<file path="src/rtl/std_sram_singleport_arbiter_pkg.sv">
// ============================================================================
// std_sram_singleport_arbiter_pkg : shared tag layout and helpers
// Rev 1.0
// ============================================================================
`default_nettype none

package std_sram_singleport_arbiter_pkg;

    // Tag = {id, is_write, is_read}; id occupies the upper ID_WIDTH bits.
    localparam int TAG_IS_READ  = 0;
    localparam int TAG_IS_WRITE = 1;
    localparam int TAG_ID_LSB   = 2;

    function automatic int tag_width(input int id_width);
        return TAG_ID_LSB + id_width;
    endfunction

    function automatic int clog2(input int value);
        int result;
        result = 0;
        while ((1 << result) < value) result++;
        return result;
    endfunction

endpackage

`default_nettype wire

</file>
<file path="src/rtl/std_sram_singleport_arbiter_picker.sv">
// ============================================================================
// std_sram_arb_picker : rotating-priority picker, search upward from start
// Rev 1.0
// ============================================================================
`default_nettype none

module std_sram_arb_picker #(
    parameter int NUM_REQ  = 2,
    parameter int ID_WIDTH = 1
) (
    input  logic [NUM_REQ-1:0]  valid,
    input  logic [ID_WIDTH-1:0] start,
    output logic [NUM_REQ-1:0]  grant,
    output logic [ID_WIDTH-1:0] idx,
    output logic                any
);

    always_comb begin
        int pos;
        grant = '0;
        idx   = '0;
        any   = 1'b0;
        for (int k = 0; k < NUM_REQ; k++) begin
            pos = int'(start) + k;
            if (pos >= NUM_REQ) pos = pos - NUM_REQ;
            for (int i = 0; i < NUM_REQ; i++) begin
                if (!any && valid[i] && (i == pos)) begin
                    any      = 1'b1;
                    grant[i] = 1'b1;
                    idx      = ID_WIDTH'(i);
                end
            end
        end
    end

endmodule

`default_nettype wire

</file>
<file path="src/rtl/std_sram_singleport_arbiter.sv">
// ============================================================================
// std_sram_singleport_arbiter : N-requester arbiter for one single-port SRAM
// with 2-cycle read-response and 1-cycle write-ack tag pipeline.
// Option macro: STD_SRAM_ARB_ROUND_ROBIN_EN (round-robin; else fixed priority)
// Rev 1.0
// ============================================================================
`default_nettype none

module std_sram_singleport_arbiter
    import std_sram_singleport_arbiter_pkg::*;
#(
    parameter int NUM_REQ    = 2,
    parameter int ADDR_WIDTH = 1,
    parameter int DATA_WIDTH = 1,
    parameter int ID_WIDTH   = 1
) (
    input  logic                          clk,
    input  logic                          resetn,
    input  logic [NUM_REQ-1:0]            req_valid,
    output logic [NUM_REQ-1:0]            req_ready,
    input  logic [NUM_REQ-1:0]            req_we,
    input  logic [NUM_REQ*ADDR_WIDTH-1:0] req_addr,
    input  logic [NUM_REQ*DATA_WIDTH-1:0] req_din,
    output logic                          sram_en,
    output logic                          sram_we,
    output logic [ADDR_WIDTH-1:0]         sram_addr,
    output logic [DATA_WIDTH-1:0]         sram_din,
    input  logic [DATA_WIDTH-1:0]         sram_dout,
    output logic                          rsp_valid,
    output logic [ID_WIDTH-1:0]           rsp_id,
    output logic [DATA_WIDTH-1:0]         rsp_data,
    output logic                          wack_valid,
    output logic [ID_WIDTH-1:0]           wack_id
);

    localparam int TAG_W = tag_width(ID_WIDTH);

    logic [NUM_REQ-1:0]  valid_gated;
    logic [NUM_REQ-1:0]  grant;
    logic [ID_WIDTH-1:0] grant_idx;
    logic                grant_any;
    logic [ID_WIDTH-1:0] start_ptr;
    logic [TAG_W-1:0]    stage1_d, stage1_q;
    logic [TAG_W-1:0]    stage2_d, stage2_q;

    // Grants are suppressed while reset is asserted, even though they are combinational.
    assign valid_gated = resetn ? req_valid : '0;

`ifdef STD_SRAM_ARB_ROUND_ROBIN_EN
    logic [ID_WIDTH-1:0] rr_ptr_d, rr_ptr_q;

    always_comb begin
        rr_ptr_d = rr_ptr_q;
        if (grant_any) begin
            if (grant_idx == ID_WIDTH'(NUM_REQ - 1)) rr_ptr_d = '0;
            else                                     rr_ptr_d = grant_idx + 1'b1;
        end
    end

    always_ff @(posedge clk) begin
        if (!resetn) rr_ptr_q <= '0;
        else         rr_ptr_q <= rr_ptr_d;
    end

    assign start_ptr = rr_ptr_q;
`else
    assign start_ptr = '0;
`endif

    std_sram_arb_picker #(
        .NUM_REQ  (NUM_REQ),
        .ID_WIDTH (ID_WIDTH)
    ) u_picker (
        .valid (valid_gated),
        .start (start_ptr),
        .grant (grant),
        .idx   (grant_idx),
        .any   (grant_any)
    );

    assign req_ready = grant;
    assign sram_en   = grant_any;

    // One-hot AND-OR mux; all-zero when nobody is granted.
    always_comb begin
        sram_we   = 1'b0;
        sram_addr = '0;
        sram_din  = '0;
        for (int i = 0; i < NUM_REQ; i++) begin
            if (grant[i]) begin
                sram_we   = req_we[i];
                sram_addr = req_addr[i*ADDR_WIDTH +: ADDR_WIDTH];
                sram_din  = req_din[i*DATA_WIDTH +: DATA_WIDTH];
            end
        end
    end

    always_comb begin
        stage1_d                 = '0;
        stage1_d[TAG_IS_READ]    = grant_any & ~sram_we;
        stage1_d[TAG_IS_WRITE]   = grant_any &  sram_we;
        stage1_d[TAG_W-1:TAG_ID_LSB] = grant_idx;
        stage2_d                 = stage1_q;
    end

    always_ff @(posedge clk) begin
        if (!resetn) begin
            stage1_q <= '0;
            stage2_q <= '0;
        end else begin
            stage1_q <= stage1_d;
            stage2_q <= stage2_d;
        end
    end

    assign rsp_valid  = stage2_q[TAG_IS_READ];
    assign rsp_id     = stage2_q[TAG_W-1:TAG_ID_LSB];
    assign rsp_data   = sram_dout;
    assign wack_valid = stage1_q[TAG_IS_WRITE];
    assign wack_id    = stage1_q[TAG_W-1:TAG_ID_LSB];

endmodule

`default_nettype wire

</file>
<file path="config.mk">
export PLATFORM = sky130hd
export DESIGN_NAME = std_sram_singleport_arbiter
export DESIGN_NICKNAME = d
export VERILOG_FILES = /design/src/rtl/std_sram_singleport_arbiter_pkg.sv /design/src/rtl/std_sram_singleport_arbiter_picker.sv /design/src/rtl/std_sram_singleport_arbiter.sv
export SDC_FILE = /design/constraint.sdc
export NUM_CORES = 1
export LEC_CHECK = 0
export CORE_AREA = 2 2 39 41
export CTS_CLUSTER_SIZE = 14
export DETAILED_ROUTE_END_ITERATION = 10
export DIE_AREA = 0 0 41 43
export PLACE_DENSITY_LB_ADDON = 0.15
export SLEW_MARGIN = 0
export SYNTH_ARGS = -nofsm -noshare
export SYNTH_HDL_FRONTEND = slang
export SYNTH_SLANG_ARGS = --single-unit
</file>
<file path="constraint.sdc">
create_clock -name clk -period 1.4 [get_ports clk]
set_input_delay 0.14 -clock clk [delete_from_list [all_inputs] [get_ports clk]]
set_output_delay 0.14 -clock clk [all_outputs]
set_load 0.01 [all_outputs]
</file>
==> results.yml <==
outcome:
  status: "finished clean"
placed_design:
  port_buffers: 19
  place_ws_ns: -0.338
  gp_congestion: 0.703
  placed_cells: 63
  placedInstanceArea_um2: 479
  dp.final_hpwl_um: 494
cts:
  ctsLongestPathBuffers: 2
  htreeDepth: 1
  cts_sinks: 5
  clock-root-buffer: "clkbuf_4"
  cts-hold-fix-buffers: 0
  insertion_delay_ns: 0.24
  cts_buffers: 3
  cts_tree: "yes"
logic_synthesis:
  ys_types: 14
  synth.avg_cell_area_um2: 9.74
  ys_ff_latch: 5
  synth_area_um2: 273
  mappedNetlistNets: 39
  synth_warnings: 0
  seq_area_frac_synth_pct: 36.7
  synth_cells: 28
sta:
  skew_ns: 0.0000246
  fin_setup_tns_ns: 0
  drv_slew: 0
  max_clock_freq_ghz: 0.766
  worst_pin_slew_ns: 0.274
  grt_setup_unrepaired: "false"
  finalSetupViolCount: 0
  fin_crit_sh_pct: 93.2
  fin_ws_ns: 0.0946
  period_needed_ns: 1.31
  hold_violations: 0
  slew_headroom_pct: 81.8
  hold_slack_ns: 0.280
drt:
  wirelength_um: 583
  vias: 265
  antenna_left: 0
  drc_errors: 0
  wl_per_cell_um: 8.70
  drt_iter0_drc: 3
  firstDrtPassIters: 2
  viasPerCell: 3.96
final_layout:
  postLayoutCellArea_um2: 487
  final_core_util_pct: 35.2
  layout_commonest_cell: "clkdlybuf4s50_1"
  n_antenna_cell: 0
  fillers: 160
  multiInputGateArea_um2: 139
  layout_common_cells: "12 x clkdlybuf4s50_1, 5 x dfxtp_1, 4 x buf_4"
  fin_cells: 67
  ff_latch_area_um2: 100
  layout-drive-gt1-share_pct: 27.5
  area_growth_pct: 78.4
  nets: 63
grt:
  grt_pass1_wl_um: 1080
  grt_use_total_pct: 9.03
  gr-total-overflow: 0
  grt_max_degree: 11
  grt_pass1_vias: 269
  antenna_found_initial: 0
critical_path:
  cp.arrival_ns: 1.17
  critical_path_required_ns: 1.26
  crit_slowest_cell: "clkdlybuf4s50_1"
  crit_chain: "clkdlybuf4s50_1 > buf_4 > nand2_4 > nor2_1 > clkdlybuf4s15_1"
  cp_slowest_stage_delay_ns: 0.45
  cp_top_family: "buffers and inverters"
  critPathLaunchType: "input pin"
  critPathMaxFanout: 9
  critPathKind: "input pin to output pin"
  worstPathBufferInverterCount: 3
  crit_path_end_kind: "output pin"
flow_run:
  cap_violations: 0
pwr:
  ir_worst_vdd_v: 0.000206
  total_power_mw: 0.411
  switching_share_pct: 23.6
  p_leak_nw: 0.208
  p_sw_mw: 0.0969
  p_int_mw: 0.314
  combPwrFrac_pct: 23.4
  p_seq_share_pct: 36.7
  power_density_nw_per_um2: 845
  pwr-share-clk_pct: 39.8
floorplan:
  die_y_um: 43
  start_util_pct: 19.7
  core_area_um2: 1380
  num_rows: 14
  dieArea_um2: 1760
  io_pins: 22
  die-width_um: 41
min_path:
  min_path_type: "input pin to output pin"
kinds of logic after synthesis:
group | after synthesis | share of synthesized area [%]
AOI/OAI and AO/OA | 6 | 19.3
DFF | 5 | 36.7
and+or+nand+nor | 13 | 31.7
buffers and inverters | 4 | 12.4
cell type report:
type | instances | share of cell area (%)
Multi-Input combinational cell | 19 | 28.5
Timing Repair Buffer | 23 | 41.4
Clock buffer | 4 | 5.40
Tap cell | 16 | 4.11
Sequential cell | 5 | 20.6
power by group through the flow:
| stage | combinational, mW | sequential [mW] | clock [mW] |
|---|---|---|---|
| 3_3_place_gp | 0.107 | 0.154 | 0 |
| 5_1_grt | 0.107 | 0.151 | 0.187 |
| 3_5_place_dp | 0.107 | 0.154 | 0 |
| 6_report | 0.0964 | 0.151 | 0.164 |
| 2_1_floorplan | 0.0448 | 0.156 | 0 |
| 4_1_cts | 0.0997 | 0.151 | 0.175 |
per-layer routing:
metal	global-route usage [%]	up-vias	part of all wire [%]
met2	12.5	12	52
met1	10.3	116	38
met3	4.71	0	9.8
met5	0	-	0
li1	-	137	-
met4	6.00	0	0
final timing paths:
path              slack [ns]                endpoint  depth (start not counted)                   start
setup / recovery        0.09            req_ready[1]                          5                  resetn
hold / removal          0.28                rsp_data                          0               sram_dout
setup reg to reg        0.86  stage2_q[2]$_SDFF_PN0_                          1  stage1_q[2]$_SDFF_PN0_
hold reg to reg         0.43  stage2_q[0]$_SDFF_PN0_                          1  stage1_q[0]$_SDFF_PN0_
Yosys cell counts, drive strengths merged:
master,instances,area (um^2)
buf,4,33.8
nand2,1,11.3
o31ai,1,21.3
nor2,2,7.51
dfxtp,5,100
and2,3,18.8
o21ai,4,23.8
nand3,3,15.0
nand2b,3,26.3
o21a,1,7.51
nand3b,1,7.51
state kept, by name, summed over array words and instances (netlist names):
name and flops:
stage2_q 2, stage1_q 3
timing repair:
item,CTS,global route
endpoints found under the setup margin,6,4
endpoints found under the hold margin,0,0
resized for setup,8,6
buffers inserted,0,0
(Power assumes the default switching activity.)
